File: config.mk
export PLATFORM = sky130hd
export DESIGN_NAME = shift_add_mult
export DESIGN_NICKNAME = d
export VERILOG_FILES = /design/src/rtl/mult_pkg.sv /design/src/rtl/mult_ctrl_fsm.sv /design/src/rtl/shift_add_mult.sv
export SDC_FILE = /design/constraint.sdc
export NUM_CORES = 1
export LEC_CHECK = 0
export CELL_PAD_IN_SITES_DETAIL_PLACEMENT = 2
export CELL_PAD_IN_SITES_GLOBAL_PLACEMENT = 2
export CORE_ASPECT_RATIO = 1.1
export CORE_UTILIZATION = 33
export DETAILED_ROUTE_END_ITERATION = 8
export PLACE_DENSITY = 0.77
export SLEW_MARGIN = 20
export SYNTH_ARGS = -nofsm -noshare
export SYNTH_HDL_FRONTEND = slang
export SYNTH_SLANG_ARGS = --single-unit
File: constraint.sdc
create_clock -name clk -period 3 [get_ports clk]
set_input_delay 0.9 -clock clk [delete_from_list [all_inputs] [get_ports clk]]
set_output_delay 0.9 -clock clk [all_outputs]
set_load 0.01 [all_outputs]
File: src/rtl/mult_pkg.sv
// Shared definitions for the shift-and-add multiplier: state encoding and
// the counter width helper.
package mult_pkg;

    typedef enum logic [1:0] {
        ST_IDLE = 2'b00,
        ST_RUN  = 2'b01,
        ST_DONE = 2'b10
    } state_t;

    function automatic int CNT_W(input int max_width);
        return $clog2(max_width);
    endfunction

endpackage

File: src/rtl/mult_ctrl_fsm.sv
// Control FSM for the shift-and-add multiplier: sequences load, MAX_WIDTH
// step cycles and a single done cycle, and decodes the status outputs.
module mult_ctrl_fsm
    import mult_pkg::*;
#(
    parameter int MAX_WIDTH = 8
) (
    input  logic   clk,
    input  logic   rst,
    input  logic   start,
    input  logic   abort,
    output logic   load,
    output logic   step,
    output logic   finish,
    output logic   done,
    output logic   busy,
    output state_t state
);

    localparam int CW = CNT_W(MAX_WIDTH);
    localparam logic [CW-1:0] LAST = CW'(MAX_WIDTH - 1);

    state_t        state_q;
    state_t        state_d;
    logic [CW-1:0] cnt_q;
    logic [CW-1:0] cnt_d;

    always_ff @(posedge clk) begin
        if (rst) begin
            state_q <= ST_IDLE;
            cnt_q   <= '0;
        end else begin
            state_q <= state_d;
            cnt_q   <= cnt_d;
        end
    end

    always_comb begin
        state_d = state_q;
        cnt_d   = cnt_q;
        load    = 1'b0;
        step    = 1'b0;
        finish  = 1'b0;
        case (state_q)
            ST_IDLE: begin
                if (!abort && start) begin
                    load    = 1'b1;
                    cnt_d   = '0;
                    state_d = ST_RUN;
                end
            end
            ST_RUN: begin
                // abort drops the operation without touching the datapath
                if (abort) begin
                    state_d = ST_IDLE;
                end else begin
                    step  = 1'b1;
                    cnt_d = cnt_q + 1'b1;
                    if (cnt_q == LAST) begin
                        finish  = 1'b1;
                        state_d = ST_DONE;
                    end
                end
            end
            ST_DONE: state_d = ST_IDLE;
            default: state_d = ST_IDLE;
        endcase
    end

    assign done  = (state_q == ST_DONE);
    assign busy  = (state_q != ST_IDLE);
    assign state = state_q;

endmodule

File: src/rtl/shift_add_mult.sv
// Sequential unsigned shift-and-add multiplier: one partial product per
// cycle, result registered on the last step and flagged by a one-cycle done.
module shift_add_mult
    import mult_pkg::*;
#(
    parameter int MAX_WIDTH = 8
) (
    input  logic                   clk,
    input  logic                   rst,
    input  logic                   start,
    input  logic                   abort,
    input  logic [MAX_WIDTH-1:0]   a,
    input  logic [MAX_WIDTH-1:0]   b,
    output logic [2*MAX_WIDTH-1:0] product,
    output logic                   done,
    output logic                   busy
);

    // Handshake: start is a request taken only while busy is low (a and b are
    // captured on that edge); every accepted request that is not aborted ends
    // with exactly one done cycle, during which product already holds a*b.

    localparam int PW = 2 * MAX_WIDTH;

    logic          load;
    logic          step;
    logic          finish;
    state_t        fsm_state;
    logic [PW-1:0] mcand;
    logic [PW-1:0] acc;
    logic [PW-1:0] addend;
    logic [PW-1:0] sum;
    logic [MAX_WIDTH-1:0] mplier;

    mult_ctrl_fsm #(
        .MAX_WIDTH(MAX_WIDTH)
    ) u_ctrl (
        .clk   (clk),
        .rst   (rst),
        .start (start),
        .abort (abort),
        .load  (load),
        .step  (step),
        .finish(finish),
        .done  (done),
        .busy  (busy),
        .state (fsm_state)
    );

    assign addend = mplier[0] ? mcand : '0;
    assign sum    = acc + addend;

    always_ff @(posedge clk) begin
        if (rst) begin
            mcand   <= '0;
            mplier  <= '0;
            acc     <= '0;
            product <= '0;
        end else if (load) begin
            mcand  <= {{MAX_WIDTH{1'b0}}, a};
            mplier <= b;
            acc    <= '0;
        end else if (step) begin
            acc    <= sum;
            mcand  <= mcand << 1;
            mplier <= mplier >> 1;
            // sum already includes this edge's partial product
            if (finish) begin
                product <= sum;
            end
        end
    end

    illegal_state_never : assert property (@(posedge clk) disable iff (rst)
        2'(fsm_state) != 2'b11);

endmodule

==> key figures <==
Place
  • Final HPWL DP: 6.99 mm
  • IO buf count: 37
  • Routability cong.: 0.793
  • Placed Instances: 533
  • Pre-CTS setup slack: 324 ps

Yosys
  • Syn Std Cell Area: 3180 µm²
  • Register area share after synthesis: 0.385
  • Post-Synthesis Cells: 394
  • YS warnings: 0
  • Post-synth EDFFs: 0
  • Synth area leader: dfxtp_1
  • #FFs+latches synth: 61
  • Top cell type's share of synthesized area: 0.385
  • Syn Area/Cell: 8.06 µm²
  • Syn Nets: 432
  • Largest cells by area after synthesis: dfxtp_1 (38%), a21oi_1 (9.0%), nand2_1 (9.0%)
  • Synth unique cells: 52
  • Main synth FF type: dfxtp_1
  • Fraction of registers with async set/reset: 0

CTS
  • Post-CTS sizing: 0
  • Clock tree sinks: 61
  • Deepest clock path buffer count: 2
  • Root buffer cell: clkbuf_8
  • CTS Hold Buffers Added: 0
  • TritonCTS clock tree: yes
  • Clock transition at the registers of the reported paths: 70 ps
  • CTS Buf Count: 9
  • H-tree depth: 3
  • Post CTS Setup Buffer Count: 0
  • Clock latency on the worst-skew pair: 360 ps

Layout
  • Synth-to-layout area growth: 22.7%
  • Fill cells: 1,062
  • Area of the multi-input gates: 1850 µm²
  • Diode count: 0
  • Final nets: 465
  • Post-route insts no fill: 549
  • FF+latch area: 1220 µm²
  • Layout cells sized above 1: 0.0926

Floorplanning
  • Area of the core: 9350 µm²
  • Ports: 38
  • Die Wd: 95.5 µm
  • Die span in y: 105 µm
  • Initial Utilization: 0.340
  • Cell row count: 37
  • Die ar.: 10,000 µm²

Global routing
  • GRT overflow: 0
  • Pin count of the biggest net entering global routing: 43
  • Antenna violations before repair: 0
  • All-Layer GR Usage: 0.221
  • Vias in the first global route: 3,270
  • First-pass GRT wire length: 17.0 mm

STA
  • Fmax: 379 MHz
  • Final setup margin: 362 ps
  • Final setup violation count: 0
  • Relative slew slack: 0.549
  • Setup Skew: 7.93 ps
  • Clock period minus worst slack: 2640 ps
  • Worst Tran Pin Value: 675 ps
  • Final setup TNS: 0 ps
  • Pins Over Slew Limit: 0
  • RSZ-0062 raised after global routing: false
  • Tcrit/Tclk final: 0.879
  • WHS: 462 ps
  • Final Hold Viols: 0

Worst setup path
  • Crit path kind: reg2reg
  • CP endpoint kind: register
  • CP max FO: 9
  • Worst Path Arrival: 2910 ps
  • CP startpoint kind: register
  • Worst path required time: 3270 ps

Routing
  • Wirelength per Cell: 18.1 µm
  • Routed Antenna Nets: 0
  • TritonRoute pass-1 iters: 4
  • Avg Vias per Cell: 5.44
  • DRT iter0 DRCs: 67
  • Residual DRC: 0
  • Routed wire length: 9.91 mm
  • DR vias: 2,989

Pwr
  • Peak VDD IR: 0.000155 V
  • Static Leak: 1.52 nW
  • Power per cell area: 438 nW/µm²

Job
  • Max cap viols: 0

Outcome
  • Status: finished clean

Min path
  • Hold Path Class: reg2reg
-- critical path, stage by stage, from the launching register on --
cell	delay, ps
dfxtp_1	370
and2_1	180
ha_1	200
fa_1	420
a21o_2	260
a311oi_1	360
o21ai_0	190
o22a_1	210
xnor2_1	150
a211oi_1	230
-- kinds of logic (layout without fill, tap and decap cells) --
group | after synthesis | count (layout) | synth area share
AND/OR/NAND/NOR | 168 | 168 | 0.250
AO/OA/AOI/OAI | 107 | 107 | 0.216
flip-flops | 61 | 61 | 0.385
buffers and inverters | 26 | 64 | 0.0359
adder cells (fa/ha/maj) | 18 | 18 | 0.0733
XOR/XNOR | 10 | 10 | 0.0276
multiplexers | 4 | 4 | 0.0126
-- cells in the final DEF (no fill, tap or decap), drive strengths merged, types with 9 or more instances in the layout --
cell type / count
nand2: 76
dfxtp: 61
a21oi: 58
clkdlybuf4s50: 37
nor2: 31
ha: 17
and2: 16
a22oi: 11
buf: 11
nor3: 10
clkbuf: 10
xnor2: 9
-- flip-flops by register name, indices dropped and copies added (netlist names) --
name	cells
mcand	16
mplier	8
u_ctrl.cnt_q	3
u_ctrl.state	2
acc	16
product	16
-- report_power, final --
group	internal [mW]	switching, mW
registers	0.824	0.0119
logic	0.0577	0.0709
clock network	0.382	0.359
-- synthesized netlist by cell type, drive strengths merged (2+ instances only) --
cell type / number
nor2: 31
and2: 16
nor3: 10
o21a: 2
a211o: 3
a21oi: 58
nand3b: 5
dfxtp: 61
o22ai: 3
nand3: 7
o21ai: 8
nand2b: 2
a21o: 4
mux2i: 4
o41ai: 2
nor3b: 4
xnor2: 9
a22oi: 11
buf: 12
and3: 5
nand4: 3
a211oi: 5
o21bai: 2
nand2: 76
nor4b: 3
or2: 2
ha: 17
clkbuf: 14
-- cell type report --
class / instances / share of cell area
Multi-Input combinational cell: 307 / 0.474
Timing Repair Buffer: 48 / 0.126
Clock inverter: 6 / 0.0164
Clock buffer: 10 / 0.0328
Tap cell: 117 / 0.0376
Sequential cell: 61 / 0.314
-- final timing paths --
| check | start | to | slack [ps] | depth (start not counted) |
|---|---|---|---|---|
| worst max-delay path | mplier[0]$_SDFFE_PP0P_ | acc[12]$_SDFFE_PP0P_ | 360 | 9 |
| worst min-delay path | product[8]$_SDFFE_PP0P_ | product[8]$_SDFFE_PP0P_ | 460 | 2 |
| worst max register to register | mplier[0]$_SDFFE_PP0P_ | acc[12]$_SDFFE_PP0P_ | 360 | 9 |
| worst min register to register | product[8]$_SDFFE_PP0P_ | product[8]$_SDFFE_PP0P_ | 460 | 2 |
-- stage by stage --
stage                     utilization  power (mW)  instance area, µm²
after global placement          0.396       0.981                3700
after floorplan                     -       0.919                3180
after global routing            0.417        1.78                3890
after CTS                       0.417        1.73                3890
final                           0.417        1.71                3890
after detailed placement        0.396       0.986                3700
-- routing by layer --
layer,global-route usage,vias to the layer above,part of all wire
li1,-,1450,-
met3,0.0357,17,0.024
met2,0.379,44,0.51
met4,0.0736,0,0.019
met5,0,-,0
met1,0.276,1478,0.45
No activity file was read; power rests on OpenSTA's default activity.
